<file path="src/rtl/pipe_stage_reg.sv">
// Pipeline stage register with a valid/ready handshake, flush and a saturating stall counter.
// Define PIPE_STAGE_SKID_EN to add a skid entry, which registers in_ready and doubles capacity.
module pipe_stage_reg #(
  parameter int unsigned DATA_W      = 101,
  parameter int unsigned CTRL_W      = 6,
  parameter int unsigned STALL_CNT_W = 16
) (
  input  logic                   clk,
  input  logic                   rst,
  input  logic                   in_valid,
  output logic                   in_ready,
  input  logic [DATA_W-1:0]      in_data,
  input  logic [CTRL_W-1:0]      in_ctrl,
  input  logic                   flush,
  output logic                   out_valid,
  input  logic                   out_ready,
  output logic [DATA_W-1:0]      out_data,
  output logic [CTRL_W-1:0]      out_ctrl,
  output logic [STALL_CNT_W-1:0] stall_cnt
);

  logic                   m_valid_q, m_valid_d;
  logic [DATA_W-1:0]      m_data_q, m_data_d;
  logic [CTRL_W-1:0]      m_ctrl_q, m_ctrl_d;
  logic [STALL_CNT_W-1:0] stall_cnt_q, stall_cnt_d;
  logic                   in_xfer;
  logic                   out_xfer;

  assign in_xfer  = in_valid && in_ready;
  assign out_xfer = m_valid_q && out_ready;

`ifdef PIPE_STAGE_SKID_EN
  logic              s_valid_q, s_valid_d;
  logic [DATA_W-1:0] s_data_q, s_data_d;
  logic [CTRL_W-1:0] s_ctrl_q, s_ctrl_d;

  // Ready depends only on the skid flop, so out_ready never reaches in_ready.
  assign in_ready = !rst && !s_valid_q;

  always_comb begin
    m_valid_d = m_valid_q;
    m_data_d  = m_data_q;
    m_ctrl_d  = m_ctrl_q;
    s_valid_d = s_valid_q;
    s_data_d  = s_data_q;
    s_ctrl_d  = s_ctrl_q;
    if (flush) begin
      m_valid_d = 1'b0;
      m_ctrl_d  = '0;
      s_valid_d = 1'b0;
      s_ctrl_d  = '0;
    end else if (!m_valid_q || out_xfer) begin
      if (s_valid_q) begin
        // Oldest entry advances from S; a new input refills the vacated S.
        m_valid_d = 1'b1;
        m_data_d  = s_data_q;
        m_ctrl_d  = s_ctrl_q;
        s_valid_d = in_xfer;
        s_data_d  = in_xfer ? in_data : s_data_q;
        s_ctrl_d  = in_xfer ? in_ctrl : '0;
      end else if (in_xfer) begin
        m_valid_d = 1'b1;
        m_data_d  = in_data;
        m_ctrl_d  = in_ctrl;
      end else begin
        m_valid_d = 1'b0;
        m_ctrl_d  = '0;
      end
    end else if (in_xfer) begin
      s_valid_d = 1'b1;
      s_data_d  = in_data;
      s_ctrl_d  = in_ctrl;
    end
  end

  always_ff @(posedge clk) begin
    if (rst) begin
      s_valid_q <= 1'b0;
      s_data_q  <= '0;
      s_ctrl_q  <= '0;
    end else begin
      s_valid_q <= s_valid_d;
      s_data_q  <= s_data_d;
      s_ctrl_q  <= s_ctrl_d;
    end
  end
`else
  assign in_ready = !rst && (!m_valid_q || out_ready);

  always_comb begin
    m_valid_d = m_valid_q;
    m_data_d  = m_data_q;
    m_ctrl_d  = m_ctrl_q;
    if (flush) begin
      m_valid_d = 1'b0;
      m_ctrl_d  = '0;
    end else if (in_xfer) begin
      m_valid_d = 1'b1;
      m_data_d  = in_data;
      m_ctrl_d  = in_ctrl;
    end else if (out_xfer) begin
      m_valid_d = 1'b0;
      m_ctrl_d  = '0;
    end
  end
`endif

  always_comb begin
    stall_cnt_d = stall_cnt_q;
    if (m_valid_q && !out_ready && !(&stall_cnt_q)) begin
      stall_cnt_d = stall_cnt_q + STALL_CNT_W'(1);
    end
  end

  always_ff @(posedge clk) begin
    if (rst) begin
      m_valid_q   <= 1'b0;
      m_data_q    <= '0;
      m_ctrl_q    <= '0;
      stall_cnt_q <= '0;
    end else begin
      m_valid_q   <= m_valid_d;
      m_data_q    <= m_data_d;
      m_ctrl_q    <= m_ctrl_d;
      stall_cnt_q <= stall_cnt_d;
    end
  end

  assign out_valid = m_valid_q;
  assign out_data  = m_data_q;
  assign out_ctrl  = m_valid_q ? m_ctrl_q : '0;
  assign stall_cnt = stall_cnt_q;

endmodule

</file>
<file path="config.mk">
export PLATFORM = sky130hd
export DESIGN_NAME = pipe_stage_reg
export DESIGN_NICKNAME = d
export VERILOG_FILES = /design/src/rtl/pipe_stage_reg.sv
export SDC_FILE = /design/constraint.sdc
export NUM_CORES = 1
export LEC_CHECK = 0
export ABC_CLOCK_PERIOD_IN_PS = 2170
export BUFFER_PORTS_ARGS = -buffer_cell sky130_fd_sc_hd__buf_2
export CORE_ASPECT_RATIO = 1.1
export CORE_MARGIN = 2
export CORE_UTILIZATION = 35
export DETAILED_ROUTE_END_ITERATION = 8
export SETUP_SLACK_MARGIN = 0.3
export SYNTH_ARGS = -nofsm -noshare
export SYNTH_HDL_FRONTEND = slang
export SYNTH_SLANG_ARGS = --single-unit
</file>
<file path="constraint.sdc">
create_clock -name clk -period 2.17 [get_ports clk]
set_input_delay 0.651 -clock clk [delete_from_list [all_inputs] [get_ports clk]]
set_output_delay 0.651 -clock clk [all_outputs]
set_load 0.02 [all_outputs]
</file>
==> reports/metrics.cfg, run 1 <==
[grt]
grt.overflow.total=0
grt_start_max_net_pins=57
grt_pass1_vias=4453
grt_usage_pct=18.21
antenna_found_initial=2
grt_pass1_wl_um=21030

[place]
place.port_buffers=236
pre_cts_ws_ns=0.06466
dp_hpwl_um=9265
dp.cells=946
place_congestion=0.8122

[floorplanning]
die_area_um2=14420
dieWidth_um=114.7
start_util_pct=35.84
coreArea_um2=13160
io_pins=237
die_h_um=125.7
row_count=44

[detailed_routing]
met2WireLength_um=6761
route.met3.wl_um=773
final_antenna_net_count=0
drc_errors=0
dr_total_vias=4770
wl_um=13130
wl_per_cell_um=13.36
drt_iter0_markers=282
routed.top_layer=met4
met1_length_um=5226
vias_per_cell=4.852
drt-pass1-iter-count=4

[synth]
synth_area_um2=4716
ys.warnings.count=0
synth_top_cell_by_area=dfxtp_1
synth.area.top_cells=dfxtp_1, nand2_1, a21oi_1, buf_6, clkbuf_1
synth_cell_types=40
synth_top_area_share_pct=52.64
syn_nets=689
ys_seq_elements=124
syn_area_per_cell_um2=8.187
syn_inst=576
synth_seq_area_share_pct=52.64

[final_layout]
final_cell_mix=buf_2, nand2_1, a21oi_1, dfxtp_1, clkbuf_16
drive_gt1_share_pct=36.71
layout.cells.non_filler=983
ff_latch_area_um2=2489
area_delta_synth_final_pct=41.50
final_common_cell=buf_2
final_nets=920
fill_cells=1275
multi_input_area_um2=2039

[worst_hold_path]
min_path_type=reg -> reg

[timing]
finalHoldViolCount=0
finalSetupViolCount=0
rsz0062_at_grt=yes
fin_crit_sh_pct=85.30
fin_setup_tns_ns=0
max_freq_mhz=540.2
tightestPinTransition_ns=0.6321
clock_skew_ns=0.005868
setup_slack_ns=0.3190
layout_min_cycle_time_ns=1.851
worst_hold_slack_ns=0.4485
slew_viol_final=0
relSlewSlack_pct=57.54

[power]
p_leak_nw=2.975
vdd_drop_max_v=0.0004256
total_power_mw=5.748
power_density_nw_per_um2=861.4

[clocking]
hold_buffers=0
cts-root-buf=clkbuf_16
cts_buffers=17
htree_num_levels=4
cts_buffer_depth=2
clkTransAtPathRegs_ns=0.05
cts_sinks=124
cts_tree=built
clk_latency_ns=0.41

[setup_path]
cp_data_required_time_ns=1.52
reg2reg_slack_ns=0.38
cp.arrival_ns=1.20
cp-start-kind=primary input
cp-end-kind=primary output
setup.worst_path.class=in -> out
critical_path.max_fanout=4

[flow_run]
max_cap_violations=0

[outcome]
status=completed

==> state kept, by name (all words and copies together) (netlist names) <==
register / flops
m_ctrl_q: 6
out_data: 101
out_valid: 1
stall_cnt: 16
==> logic make-up after synthesis <==
family | share of synthesized area [%]
flops | 52.64
fa+ha+maj | 0.2653
compound gates | 15.39
mux | 0.5571
xor+xnor | 0.1858
buf+inv | 4.908
simple gates | 26.05
==> metal layers <==
| layer | vias to the layer above | global-route usage (%) |
|---|---|---|
| met5 | - | 0 |
| met1 | 2188 | 19.70 |
| met2 | 158 | 31.92 |
| li1 | 2396 | - |
| met3 | 28 | 5.053 |
| met4 | 0 | 9.756 |
==> cell type report <==
class / count / area share [%]
clock inverter: 13 / 2.475
clock buffer: 19 / 6.788
sequential: 124 / 37.30
multi-input combinational: 412 / 30.56
timing repair buffer: 248 / 19.56
inverter: 4 / 0.2250
antenna: 2 / 0.07500
tap: 161 / 3.019
==> through the flow <==
step | utilization (%) | area (um^2)
6_report | 50.71 | 6673
5_1_grt | 50.71 | 6673
4_1_cts | 50.31 | 6620
3_5_place_dp | 45.53 | 5991
3_3_place_gp | 45.53 | 5991
2_1_floorplan | - | 4723
==> report_power, final <==
group          switching [mW]  internal, mW  leakage, nW
sequential             0.0321          2.34         1.01
clock                    1.06          1.87        0.292
combinational           0.270         0.174         1.67
==> repair_timing <==
| action | CTS | global route |
|---|---|---|
| gates resized for setup | 3 | 8 |
| setup endpoints to repair | 7 | 9 |
| pin swaps | 0 | 1 |
| buffers inserted | 1 | 2 |
==> critical path, cell delays in order <==
cell	delay, ns
buf_2	0.12
and2b_4	0.27
nor2_4	0.03
buf_6	0.13
==> final timing paths <==
path,from,end,cells past startpoint
setup / recovery,out_ready,in_ready,4
hold / removal,out_data[98]$_SDFFE_PP0P_,out_data[98]$_SDFFE_PP0P_,2
setup reg to reg,stall_cnt[1]$_SDFFE_PP0P_,stall_cnt[15]$_SDFFE_PP0P_,6
hold reg to reg,out_data[98]$_SDFFE_PP0P_,out_data[98]$_SDFFE_PP0P_,2
==> Yosys cell counts (all sizes together) <==
| library cell | n |
|---|---|
| nand2 | 214 |
| dfxtp | 124 |
| a21oi | 121 |
| clkbuf | 23 |
| buf | 13 |
| nand3 | 13 |
| and2 | 7 |
| nand4 | 7 |
| o31ai | 7 |
| or4 | 6 |
| o21ai | 5 |
| or3 | 5 |
| inv | 4 |
| nor2 | 4 |
| and4 | 3 |
| nor3 | 3 |
| nor4 | 3 |
| and2b | 2 |
| mux2 | 2 |
| a2111oi | 1 |
| and3 | 1 |
| and3b | 1 |
| and4b | 1 |
| ha | 1 |
| nand2b | 1 |
| nand3b | 1 |
| nor2b | 1 |
| o41ai | 1 |
| xnor2 | 1 |
Note: power is estimated with default switching activity, not from simulation.
==> run 2: changes to the inputs <==
- ABC_CLOCK_PERIOD_IN_PS: 2170 -> 2050
- clock period: 2.17 -> 2.05 ns (I/O delays scaled with it)
==> reports/metrics.cfg, run 2 (synthesis gave the netlist of run 1 again) <==
[floorplanning]
die_h_um=125.7
io_pins=237
dieWidth_um=114.7
row_count=44
start_util_pct=35.84
coreArea_um2=13160
die_area_um2=14420

[timing]
relSlewSlack_pct=61.92
clock_skew_ns=0.007498
finalHoldViolCount=0
tightestPinTransition_ns=0.5712
layout_min_cycle_time_ns=1.848
rsz0062_at_grt=yes
max_freq_mhz=541.2
slew_viol_final=0
fin_crit_sh_pct=90.13
finalSetupViolCount=0

[grt]
grt_usage_pct=17.87
antenna_found_initial=0
grt_pass1_wl_um=20590
grt_pass1_vias=4432
grt_start_max_net_pins=70
grt.overflow.total=0

[final_layout]
drive_gt1_share_pct=38.41
antenna_cells=0
layout.cells.non_filler=989
largest_register_ffs=101
area_delta_synth_final_pct=44.92
final_cell_mix=buf_2, nand2_1, a21oi_1
final_area_um2=6834
final_common_cell=buf_2
final_nets=928

[setup_path]
crit_chain=and2b_2 -> nor2_2 -> buf_6
cpPeakStageDelay_ns=0.36
cp_num_buf_inv=1
crit_family=flip-flops
rr_worst_depth=6
cp-end-kind=primary output
setup.worst_path.class=reg -> out
reg2reg_slack_ns=0.40
cp.depth=3
critical_path.max_fanout=7
cp.arrival_ns=1.23
cp_data_required_time_ns=1.43
cp-start-kind=flop
worst_path_max_delay_cell=dfxtp_4
r2r-start=out_valid$_SDFFE_PP0P_
critPathLaunch=out_valid$_SDFFE_PP0P_
timing.rr.end=out_data[46]$_SDFFE_PP0P_

[outcome]
status=completed

[detailed_routing]
final_antenna_net_count=0
vias_per_cell=4.852
wl_per_cell_um=13.36
drt-pass1-iter-count=6
dr_total_vias=4799
wl_um=13220
drc_errors=0
drt_iter0_markers=278

[clocking]
cts_tree=built
clk_latency_ns=0.41
cts_sinks=124
clkTransAtPathRegs_ns=0.06
cts_buffer_depth=2
cts-root-buf=clkbuf_16
cts_buffers=17
htree_num_levels=4

[power]
p_leak_nw=3.065
swShare_pct=21.80
power.switching_mw=1.383
seqPwrFrac_pct=39.6
pwr-share-clk_pct=52.8
vdd_drop_max_v=0.0004468
power.internal_mw=4.959
power_density_nw_per_um2=928.0
combPwrFrac_pct=7.6

[place]
dp_hpwl_um=9276
place_congestion=0.7428
place.port_buffers=236
dp.cells=952
dpl_cell_area_um2=6048

[worst_hold_path]
min_path_cells=3
hold_start=in_data[55]
min_path_type=in -> reg
min_to=out_data[55]$_SDFFE_PP0P_

[flow_run]
max_cap_violations=0

-- run 2: cell count changes in the layout (fill, tap and decap cells not counted), sizes merged --
| cell | change |
|---|---|
| clkinv | -2 |
| clkinvlp | -2 |
| inv | -1 |
| clkbuf | +3 |
| diode | -2 |
| buf | +8 |
| bufinv | +2 |
-- run 2: what timing repair did --
action / 4_1_cts / 5_1_grt
hold buffers: 0 / 0
setup buffers: 3 / 2
endpoints found under the setup margin: 111 / 49
resized for setup: 16 / 9
pin swaps: 0 / 2
-- run 2: worst max path at each step --
stage	to
final	in_ready
after detailed placement	out_data[46]$_SDFFE_PP0P_
after global routing	in_ready
after global placement	out_data[49]$_SDFFE_PP0P_
after CTS	in_ready
after floorplan	in_ready
-- run 2: metal layers --
metal,vias up,GRT usage [%],wire length (um)
met2,163,30.25,6733
met1,2206,19.64,5243
met4,0,9.182,301
li1,2406,-,-
met3,24,6.208,939
met5,-,0,0
-- run 2: stage by stage --
stage / setup slack (ns) / setup TNS, ns / util (%) / hold WS (ns) / total power [mW]
floorplan: 0.2479 / 0 / - / 0.4433 / 2.824
global placement: -0.09305 / -5.704 / 45.97 / 0.4389 / 3.034
detailed placement: -0.09161 / -5.597 / 45.97 / 0.4432 / 3.045
CTS: 0.1888 / 0 / 51.48 / 0.4138 / 6.419
global route: 0.1699 / 0 / 51.94 / 0.4253 / 6.582
finish: 0.2023 / 0 / 51.94 / 0.4332 / 6.342
-- run 2: area by class of cell --
type / instances / area [um^2]
repair buffers: 256 / 1390
clock buffers: 22 / 484.2
clock inverters: 10 / 183.9
well taps: 161 / 201.4
inverters: 4 / 15.01
fillers: 1269 / 6324
multi-input cells: 412 / 2057
flip-flops and latches: 124 / 2502
-- run 2: tightest hold or removal path, stage by stage --
cell,delay (ns)
buf_2,0.09
nand2_1,0.04
a21oi_1,0.05
-- run 2: power by group through the flow --
stage	sequential (mW)	clock (mW)	combinational, mW
2_1_floorplan	2.65	0	0.175
6_report	2.51	3.35	0.482
3_5_place_dp	2.57	0	0.478
3_3_place_gp	2.56	0	0.470
5_1_grt	2.52	3.53	0.529
4_1_cts	2.51	3.42	0.486
